$ cat src/rtl/vga_pkg.sv
// Shared constants for the frame-buffer path: VRAM geometry, display fetch
// latency and the host read state encoding.
package vga_pkg;

   localparam int H_RES    = 320;
   localparam int V_RES    = 240;
   localparam int ADDR_W   = 17;
   localparam int DATA_W   = 12;
   localparam int DISP_LAT = 3;

   localparam logic [1:0] H_IDLE  = 2'd0;
   localparam logic [1:0] H_PEND  = 2'd1;
   localparam logic [1:0] H_ISSUE = 2'd2;
   localparam logic [1:0] H_DATA  = 2'd3;

endpackage

$ cat src/rtl/vram_wr_fifo.sv
// Host write buffer: synchronous FIFO with occupancy and registered full/empty.
module vram_wr_fifo #(
   parameter  int W     = 29,
   parameter  int DEPTH = 4,
   localparam int PTR_W = $clog2(DEPTH),
   localparam int LVL_W = PTR_W + 1
) (
   input  logic             clk,
   input  logic             rst,
   input  logic             push,
   input  logic [W-1:0]     push_data,
   input  logic             pop,
   output logic [W-1:0]     head,
   output logic [LVL_W-1:0] level,
   output logic             full,
   output logic             empty
);
   import vga_pkg::*;

   logic [W-1:0]     store [DEPTH];
   logic [PTR_W-1:0] wr_ptr;
   logic [PTR_W-1:0] rd_ptr;
   logic [LVL_W-1:0] level_nxt;

   assign head = store[rd_ptr];

   always_comb begin
      level_nxt = level;
      case ({push, pop})
         2'b10:   level_nxt = level + LVL_W'(1);
         2'b01:   level_nxt = level - LVL_W'(1);
         default: level_nxt = level;
      endcase
   end

   always_ff @(posedge clk) begin
      if (push) store[wr_ptr] <= push_data;
   end

   // DEPTH is a power of two, so the pointers wrap on natural overflow.
   always_ff @(posedge clk or negedge rst) begin
      if (!rst) begin
         wr_ptr <= '0;
         rd_ptr <= '0;
         level  <= '0;
         full   <= 1'b0;
         empty  <= 1'b1;
      end else begin
         if (push) wr_ptr <= wr_ptr + PTR_W'(1);
         if (pop)  rd_ptr <= rd_ptr + PTR_W'(1);
         level <= level_nxt;
         full  <= (level_nxt == LVL_W'(DEPTH));
         empty <= (level_nxt == '0);
      end
   end

endmodule

$ cat src/rtl/vram_arbiter.sv
// Single-port VRAM arbiter: display fetch always wins, buffered host writes
// drain into idle slots, host reads issue only once the write buffer is empty.
//
// state   | meaning
// H_IDLE  | ready for a new host read
// H_PEND  | read latched, waiting for empty FIFO and no display request
// H_ISSUE | read command on the mem_* bus
// H_DATA  | RAM data arriving, returned as a dvalid pulse next cycle
module vram_arbiter #(
   parameter  int ADDR_W     = vga_pkg::ADDR_W,
   parameter  int DATA_W     = vga_pkg::DATA_W,
   parameter  int FIFO_DEPTH = 4,
   localparam int LVL_W      = $clog2(FIFO_DEPTH) + 1
) (
   input  logic              clk,
   input  logic              rst,
   input  logic              disp_req,
   input  logic [ADDR_W-1:0] disp_addr,
   output logic              disp_valid,
   output logic [DATA_W-1:0] disp_data,
   input  logic              host_wr_valid,
   output logic              host_wr_ready,
   input  logic [ADDR_W-1:0] host_wr_addr,
   input  logic [DATA_W-1:0] host_wr_data,
   input  logic              host_rd_valid,
   output logic              host_rd_ready,
   input  logic [ADDR_W-1:0] host_rd_addr,
   output logic              host_rd_dvalid,
   output logic [DATA_W-1:0] host_rd_data,
   output logic              mem_en,
   output logic              mem_we,
   output logic [ADDR_W-1:0] mem_addr,
   output logic [DATA_W-1:0] mem_wdata,
   input  logic [DATA_W-1:0] mem_rdata,
   output logic [LVL_W-1:0]  wr_level
);
   import vga_pkg::*;

   logic [ADDR_W+DATA_W-1:0] head;
   logic                     fifo_full;
   logic                     fifo_empty;
   logic                     push;
   logic                     sel_disp;
   logic                     sel_wr;
   logic                     sel_rd;
   logic [1:0]               h_state;
   logic [ADDR_W-1:0]        rd_addr_q;
   logic [DISP_LAT-2:0]      disp_pipe;

   assign host_wr_ready = !fifo_full;
   // Held low during the dvalid cycle so a new read lands the cycle after.
   assign host_rd_ready = (h_state == H_IDLE) && !host_rd_dvalid;
   assign push          = host_wr_valid && !fifo_full;

   assign sel_disp = disp_req;
   assign sel_wr   = !disp_req && !fifo_empty;
   assign sel_rd   = !disp_req && fifo_empty && (h_state == H_PEND);

   vram_wr_fifo #(
      .W     (ADDR_W + DATA_W),
      .DEPTH (FIFO_DEPTH)
   ) u_wr_fifo (
      .clk       (clk),
      .rst       (rst),
      .push      (push),
      .push_data ({host_wr_addr, host_wr_data}),
      .pop       (sel_wr),
      .head      (head),
      .level     (wr_level),
      .full      (fifo_full),
      .empty     (fifo_empty)
   );

   always_ff @(posedge clk or negedge rst) begin
      if (!rst) begin
         mem_en    <= 1'b0;
         mem_we    <= 1'b0;
         mem_addr  <= '0;
         mem_wdata <= '0;
      end else begin
         mem_en <= sel_disp || sel_wr || sel_rd;
         mem_we <= sel_wr;
         if (sel_disp) begin
            mem_addr  <= disp_addr;
            mem_wdata <= '0;
         end else if (sel_wr) begin
            {mem_addr, mem_wdata} <= head;
         end else if (sel_rd) begin
            mem_addr  <= rd_addr_q;
            mem_wdata <= '0;
         end else begin
            mem_addr  <= '0;
            mem_wdata <= '0;
         end
      end
   end

   // Display return path tracks the request through the mem stage and RAM.
   always_ff @(posedge clk or negedge rst) begin
      if (!rst) begin
         disp_pipe  <= '0;
         disp_valid <= 1'b0;
         disp_data  <= '0;
      end else begin
         disp_pipe  <= {disp_pipe[DISP_LAT-3:0], disp_req};
         disp_valid <= disp_pipe[DISP_LAT-2];
         if (disp_pipe[DISP_LAT-2]) disp_data <= mem_rdata;
      end
   end

   always_ff @(posedge clk or negedge rst) begin
      if (!rst) begin
         h_state        <= H_IDLE;
         rd_addr_q      <= '0;
         host_rd_dvalid <= 1'b0;
         host_rd_data   <= '0;
      end else begin
         host_rd_dvalid <= 1'b0;
         case (h_state)
            H_IDLE: begin
               if (host_rd_valid && host_rd_ready) begin
                  rd_addr_q <= host_rd_addr;
                  h_state   <= H_PEND;
               end
            end
            H_PEND: begin
               if (sel_rd) h_state <= H_ISSUE;
            end
            H_ISSUE: h_state <= H_DATA;
            H_DATA: begin
               host_rd_data   <= mem_rdata;
               host_rd_dvalid <= 1'b1;
               h_state        <= H_IDLE;
            end
            default: h_state <= H_IDLE;
         endcase
      end
   end

endmodule

$ cat config.mk
export PLATFORM = sky130hd
export DESIGN_NAME = vram_arbiter
export DESIGN_NICKNAME = d
export VERILOG_FILES = /design/src/rtl/vga_pkg.sv /design/src/rtl/vram_wr_fifo.sv /design/src/rtl/vram_arbiter.sv
export SDC_FILE = /design/constraint.sdc
export NUM_CORES = 1
export LEC_CHECK = 0
export BUFFER_PORTS_ARGS = -buffer_cell sky130_fd_sc_hd__buf_4
export CAP_MARGIN = 20
export CORE_UTILIZATION = 35
export DETAILED_ROUTE_END_ITERATION = 6
export GPL_TIMING_DRIVEN = 0
export RECOVER_POWER = 25
export SETUP_SLACK_MARGIN = 0.1
export SYNTH_ARGS = -nofsm -noshare
export SYNTH_HDL_FRONTEND = slang
export SYNTH_SLANG_ARGS = --single-unit
export TNS_END_PERCENT = 100
$ cat constraint.sdc
create_clock -name clk -period 2 [get_ports clk]
set_clock_uncertainty 0.1 [all_clocks]
set_input_delay 0.2 -clock clk [delete_from_list [all_inputs] [get_ports clk]]
set_output_delay 0.2 -clock clk [all_outputs]
set_load 0.01 [all_outputs]
=== Yosys cells after proc, flatten, opt, wreduce, memory -nomap -nowiden ===
Memory sizes are Yosys's and may differ from the RTL's.
Cells that the tools add are included.

* Add/subtract/negate cells: 4
* Equality and inequality tests: 8
* Multiplexer cells: 12
* Reductions and logical operators: 16

{| class="wikitable"
|+ Operator list
! kind !! number
|-
| 17-bit two-way mux || 3
|-
| 12-bit two-way mux || 2
|-
| 2-bit one-hot mux with 4 select lines || 1
|-
| 2-bit == test (second input constant) || 3
|-
| 1-bit logical AND || 6
|-
| 3-bit one-hot mux with 2 select lines || 1
|-
| 2-bit by 1-bit adder with 2-bit output (second input constant) || 2
|-
| 2-bit by 1-bit == test with 1-bit output (second input constant) || 2
|-
| 1-bit zero test || 4
|-
| 2-bit two-way mux || 2
|-
| 2-bit AND reduction || 2
|-
| 3-bit by 1-bit adder with 3-bit output (second input constant) || 1
|-
| 3-bit == test (second input constant) || 1
|-
| 3-bit zero test || 1
|-
| 1-bit two-way mux || 3
|-
| 3-bit by 1-bit subtractor with 3-bit output (second input constant) || 1
|-
| 2-bit zero test || 1
|-
| 1-bit logical OR || 2
|-
| 2-bit by 1-bit inequality test with 1-bit output (second input constant) || 1
|-
| 2-bit inequality test (second input constant) || 1
|}

* Bits in registers: 87
* Memory bits (writable): 116
* Input port bits: 80
* Output and inout port bits: 62
* Word-level logic and storage cells: 57
* Memories: 1

{| class="wikitable"
|+ Memories
! memory !! depth !! width !! rd ports !! clocked after Yosys merged registers in !! wr ports !! RTL line !! text
|-
| u_wr_fifo.store || 4 || 29 || 1 || 0 || 1 || vram_wr_fifo.sv:20 || <nowiki>logic [W-1:0] store [DEPTH];</nowiki>
|}

=== Longest topological paths before layout ===
* Word-level depth: 6
* Depth in mapped cells: 8
* Mapped depth without buffers: 7

=== Modules after synthesis ===
Synthesis repeated with hierarchy kept, for this count alone.

* Cell total of the unflattened synthesis: 422
* Area, all modules: 7781.2 µm²

{| class="wikitable"
|+ Modules (own cells, without submodules)
! module !! instances !! cells each !! area an instance (µm²) !! seq. area each (µm²)
|-
| vram_wr_fifo || 1 || 192 || 4662.0 || 3709.8
|-
| vram_arbiter || 1 || 230 || 3119.2 || 1951.9
|}

=== Least setup slack after synthesis ===
No wires, ideal clock.

* Kind: register -> register
* Start point: register u_wr_fifo.empty
* End point: register u_wr_fifo.full
* Library setup time: 0.077 ns
* Arrival: 1.938 ns
* Required time: 1.823 ns
* Setup slack: -0.115 ns
* Cell stages (with the launch flop): 8
* Path buffers: 1
* Clock period less this slack: 2.115 ns
* Cell sequence: dfstp_2 -> nor2_1 -> buf_2 -> ha_1 -> fa_1 -> xnor2_1 -> or3_1 -> a21oi_1

* Word-level cells in the longest chain between the ends: 5
* Elaborated cells on any way between the ends: 6
* Classes of those cells: eq/ne (3); mux (1); reduce/logical (2)

{| class="wikitable"
|+ RTL lines
! item !! RTL line !! text
|-
| start: declaration || vram_wr_fifo.sv:16 || <nowiki>output logic empty</nowiki>
|-
| start signal: assignment || vram_wr_fifo.sv:53 || <nowiki>empty <= (level_nxt == '0);</nowiki>
|-
| 1-bit zero test * || vram_arbiter.sv:56 || <nowiki>assign sel_wr = !disp_req && !fifo_empty;</nowiki>
|-
| 1-bit logical AND * || vram_arbiter.sv:56 ||
|-
| named net sel_wr || vram_arbiter.sv:44 || <nowiki>logic sel_wr;</nowiki>
|-
| 2-bit by 1-bit == test with 1-bit output / 2-bit == test (equally long branches) || vram_wr_fifo.sv:29 || <nowiki>case ({push, pop})</nowiki>
|-
| 3-bit one-hot mux with 2 select lines * || vram_wr_fifo.sv:29 ||
|-
| 3-bit == test * || vram_wr_fifo.sv:52 || <nowiki>full <= (level_nxt == LVL_W'(DEPTH));</nowiki>
|-
| end signal: assignment || vram_wr_fifo.sv:52 ||
|-
| end: declaration || vram_wr_fifo.sv:15 || <nowiki>output logic full,</nowiki>
|}

Mark *: on every way through the listed nets, which the timed path passes. The rest lies on a longest branch.
A chain may end at the register's enable or synchronous reset.

=== Final worst setup path ===
* Start point: register u_wr_fifo.full
* End point: register u_wr_fifo.empty

* Word-level cells in the longest chain between the ends: 5
* Elaborated cells on any way between the ends: 6
* Classes of those cells: eq/ne (2); mux (1); reduce/logical (3)

{| class="wikitable"
|+ RTL lines
! item !! RTL line !! text
|-
| 1-bit zero test * || vram_arbiter.sv:53 || <nowiki>assign push = host_wr_valid && !fifo_full;</nowiki>
|-
| 1-bit logical AND * || vram_arbiter.sv:53 ||
|-
| 2-bit by 1-bit == test with 1-bit output / 2-bit == test (equally long branches) || vram_wr_fifo.sv:29 ||
|-
| 3-bit one-hot mux with 2 select lines * || vram_wr_fifo.sv:29 ||
|-
| 3-bit zero test * || vram_wr_fifo.sv:53 ||
|}

Mark *: on every way between the ends. The rest lies on a longest branch, timed or not.

==> reports/qor.txt <==
SYNTHESIS
------------------------------------------------------------------------------------------------------
Synthesized area ........................................................................     7641 um2
Area share of the leading cell type in the synthesized netlist ..........................       0.4559
Ranking of synthesized cells by area .................................................... sky130_fd_sc_hd__edfxtp_1 (46%), sky130_fd_sc_hd__dfrtp_1 (28%), sky130_fd_sc_hd__mux4_2 (8.3%)
Distinct cell type count after synthesis ................................................           32
Synthesis-stage register bit count ......................................................          203
Yosys top cell by area .................................................................. sky130_fd_sc_hd__edfxtp_1
Number of enable flip-flop cells after synthesis ........................................          116
Warnings, synthesis .....................................................................            0
Most common cell in the netlist ......................................................... sky130_fd_sc_hd__edfxtp_1
Post-synthesis sequential area ratio ....................................................       0.7410
Mapped Cells ............................................................................          405
Average cell area after synthesis .......................................................    18.87 um2
Total nets after synthesis ..............................................................          496
Ranking of synthesized cells by instance count .......................................... sky130_fd_sc_hd__edfxtp_1 (116), sky130_fd_sc_hd__dfrtp_1 (86), sky130_fd_sc_hd__mux2_2 (38), sky130_fd_sc_hd__nand2_1 (38), sky130_fd_sc_hd__mux4_2 (28)
Fraction of synthesis flops using an asynchronous set or reset pin ......................       0.4286
Synth Flop Type ......................................................................... sky130_fd_sc_hd__edfxtp_1

DETAILED ROUTING
------------------------------------------------------------------------------------------------------
Overall via count from detail_route .....................................................         4398
Routed wirelength normalized by instance count ..........................................     17.50 um
Final routed DRC violation total ........................................................            0
Iteration-0 DRC count of the detailed router ............................................          189
Detail Route Antenna Nets ...............................................................            0
Routed via count divided by cell count ..................................................        4.654
Number of iterations in the first detailed-routing pass .................................            4
Total wire length .......................................................................     16540 um

GRT
------------------------------------------------------------------------------------------------------
Vias in the first global route ..........................................................         4810
Overall global routing resource usage ...................................................       0.1529
Global-route wire length before repair ..................................................     26170 um
Global route total overflow .............................................................            0
Largest net degree at the start of global routing .......................................           59
Number of antenna violations at the first check in global routing .......................            1

PLACEMENT
------------------------------------------------------------------------------------------------------
Port Buffer Count .......................................................................          141
Cell area reported after detailed placement .............................................     9101 um2
Detailed Place HPWL .....................................................................     10740 um
Placer's final routability congestion estimate ..........................................       0.7263

FINAL LAYOUT
------------------------------------------------------------------------------------------------------
Fin util ................................................................................       0.5005
Share of final-layout standard cells stronger than drive strength 1 .....................       0.3791
Diodes inserted .........................................................................            0
Filler Cells Inserted ...................................................................         1785
Final standard cell area without fillers ................................................    10620 um2
Nets@finish .............................................................................          745
Area added between synthesis and finish .................................................       38.99%

HOLD PATH
------------------------------------------------------------------------------------------------------
End point of the worst hold path ........................................................ rd_addr_q[2]$_DFFE_PN0P_
Path category of the worst min-delay check ..............................................    in -> reg
Hold depth ..............................................................................            3
Beginning of the worst hold path ........................................................ host_rd_valid

CRITICAL PATH
------------------------------------------------------------------------------------------------------
End of the worst register-to-register path .............................................. u_wr_fifo.empty$_DFF_PN1_
Launch point of the worst reg-to-reg path ............................................... u_wr_fifo.full$_DFF_PN0_
Family with the most delay on the worst path ............................................ simple AND/OR/NAND/NOR gates
Cell breakdown of the critical path ..................................................... nor2b_1, buf_4, inv_2, ha_4, fa_2, xnor2_2, or3_4, o211a_1
R2R Setup Slk ...........................................................................       -40 ps
Critical Path End Type ..................................................................    flip-flop
Number of buffers and inverters on the critical path ....................................            2
Critical Path AT ........................................................................      2350 ps
Worst Setup Start Kind ..................................................................    flip-flop
Worst EP required .......................................................................      2310 ps
Critical path's largest stage delay .....................................................       400 ps
Critical-path top delay cell ............................................................ sky130_fd_sc_hd__or3_4
Start-to-end type of the worst setup path ...............................................   reg -> reg
Cell count of the worst reg-to-reg path .................................................            8
Startpoint of the most critical setup path .............................................. u_wr_fifo.full$_DFF_PN0_
Worst Path Max Fanout ...................................................................            3

TIMING
------------------------------------------------------------------------------------------------------
Highest clock frequency the design can meet .............................................    491.0 MHz
Max-slew violation total from the final report ..........................................            0
Post-route clock period utilization .....................................................        1.018
Final setup violation count .............................................................            2
Number of failing hold endpoints at the final stage .....................................            0
Slew HR .................................................................................       0.3927
Actual transition at the worst max-transition pin .......................................     910.9 ps
Unrepaired setup endpoints after global routing .........................................         true
Final critical-path required period .....................................................      2037 ps
Setup ws final ..........................................................................    -36.83 ps

DIE
------------------------------------------------------------------------------------------------------
Placeable core region ...................................................................    21220 um2
Die extent in y .........................................................................     149.8 um
Starting density of the core ............................................................       0.3601
Top-level I/O count .....................................................................          142
Die ar. .................................................................................    22430 um2
Row count ...............................................................................           53
Width of the chip .......................................................................     149.8 um

PWR
------------------------------------------------------------------------------------------------------
Clk pwr share ...........................................................................        0.290
Largest vdd supply drop .................................................................    0.6553 mV
Post-layout power .......................................................................     14.40 mW
Combinational Power Share ...............................................................        0.287
Fraction of power consumed by sequential logic ..........................................        0.422
Power per standard cell area ............................................................  1356 nW/um2
Net load switching power ................................................................     3.996 mW
Sw Share ................................................................................       0.2775
Internal power contribution .............................................................     10.40 mW
Pleak ...................................................................................     4.246 nW

RUN
------------------------------------------------------------------------------------------------------
Max Cap Viol ............................................................................            0

CLOCK TREE
------------------------------------------------------------------------------------------------------
Clock latency on the worst-skew pair ....................................................       490 ps
Htree depth .............................................................................            1
Clk buf depth ...........................................................................            3
CTS tree ................................................................................          yes
Clock Sinks .............................................................................          203
Total clock buffers created by CTS ......................................................           23
Clock root cell ......................................................................... sky130_fd_sc_hd__clkbuf_16
Clock transition at the register clock pins on the worst setup and hold paths after CTS .        60 ps

STATUS
------------------------------------------------------------------------------------------------------
Violated checks ......................................................................... setup timing
Outcome ................................................................................. finished, violations left

## worst reg2reg max path: stages (launching register included)
cell	delay (ps)
sky130_fd_sc_hd__dfrtp_1	380
sky130_fd_sc_hd__nor2b_1	110
sky130_fd_sc_hd__buf_4	120
sky130_fd_sc_hd__inv_2	40
sky130_fd_sc_hd__ha_4	150
sky130_fd_sc_hd__fa_2	350
sky130_fd_sc_hd__xnor2_2	150
sky130_fd_sc_hd__or3_4	400
sky130_fd_sc_hd__o211a_1	150
## logic make-up after synthesis
| group | count (synthesis) | synth area share |
|---|---|---|
| AO/OA/AOI/OAI | 22 | 0.02472 |
| XOR/XNOR | 5 | 0.005731 |
| adder cells (fa/ha/maj) | 11 | 0.01899 |
| buffers and inverters | 26 | 0.01867 |
| flip-flops | 203 | 0.7410 |
| multiplexers | 73 | 0.1506 |
| AND/OR/NAND/NOR | 65 | 0.04028 |
## registers in the layout (all words and copies together) (netlist names)
| name | count |
|---|---|
| u_wr_fifo.store | 116 |
| mem_addr | 17 |
| rd_addr_q | 17 |
| disp_data | 12 |
| host_rd_data | 12 |
| mem_wdata | 12 |
| u_wr_fifo.level | 3 |
| disp_pipe | 2 |
| h_state | 2 |
| u_wr_fifo.rd_ptr | 2 |
| u_wr_fifo.wr_ptr | 2 |
| disp_valid | 1 |
| host_rd_dvalid | 1 |
| mem_en | 1 |
| mem_we | 1 |
| u_wr_fifo.empty | 1 |
| u_wr_fifo.full | 1 |
## power by group through the flow
stage	logic, mW	registers [mW]	clock network, mW
after floorplan	2.28	6.25	0
after global placement	3.89	6.12	0
after detailed placement	3.99	6.17	0
after CTS	4.23	6.10	4.28
after global routing	4.51	6.20	4.47
final	4.14	6.08	4.18
## metal layers
metal	part of all wire	GRT usage	up-vias
met2	0.48	0.2581	147
met1	0.43	0.1991	2182
met5	0.00060	0	-
li1	-	-	2038
met3	0.067	0.03445	29
met4	0.020	0.03889	2
## per-stage QoR
step	setup TNS (ps)	hold slack [ps]	cells	setup slack (ps)
floorplan	-0.7654	-195.6	405	-0.7654
global placement	-56360	220.6	821	-485.2
detailed placement	-893.4	82.92	822	-311.5
CTS	-118.4	15.41	944	-70.24
global route	-269.3	58.49	945	-125.0
finish	-43.87	65.79	945	-36.83
## how the worst max path moves through the flow
stage | end | slack [ps] | depth (start not counted)
floorplan | u_wr_fifo.full$_DFF_PN0_ | -0.8 | 7
global route | u_wr_fifo.empty$_DFF_PN1_ | -130 | 8
finish | u_wr_fifo.empty$_DFF_PN1_ | -40 | 8
detailed placement | u_wr_fifo.empty$_DFF_PN1_ | -310 | 8
CTS | u_wr_fifo.empty$_DFF_PN1_ | -70 | 7
global placement | u_wr_fifo.store[2][4]$_DFFE_PP_ | -490 | 3
## repair_timing
item | 4_1_cts | 5_1_grt
pin swaps | 4 | 3
resized for setup | 13 | 3
buffers inserted | 4 | 2
setup endpoints to repair | 130 | 7
hold buffers | 77 | 0
endpoints found under the hold margin | 261 | 0
## final cells by class
cell class	count	area, um2	share of cell area
clock buffer	30	621.8	0.05855
clock inverter	11	143.9	0.01355
inverter	7	26.28	0.002474
tap	275	344.1	0.03240
multi-input combinational	176	1894	0.1784
timing repair buffer	225	1813	0.1707
buffer	18	115.1	0.01084
sequential	203	5662	0.5331
## placed cells by master (no fill, tap or decap), drive strengths merged
| master | n |
|---|---|
| inv | 8 |
| nor2b | 2 |
| dfstp | 1 |
| xor2 | 1 |
| a21oi | 1 |
| nor3b | 2 |
| dlygate4sd3 | 77 |
| ha | 10 |
| nand2 | 39 |
| bufinv | 3 |
| and2 | 16 |
| xnor2 | 4 |
| nand2b | 1 |
| a32oi | 17 |
| a2bb2oi | 1 |
| and2b | 1 |
| o21ai | 2 |
| or3 | 1 |
| mux4 | 29 |
| buf | 135 |
| mux2 | 43 |
| fa | 1 |
| mux2i | 1 |
| clkinvlp | 2 |
| o211a | 1 |
| nor2 | 3 |
| clkinv | 5 |
| dfrtp | 86 |
| edfxtp | 116 |
| clkbuf | 61 |
Note: power is estimated with default switching activity, not from simulation.
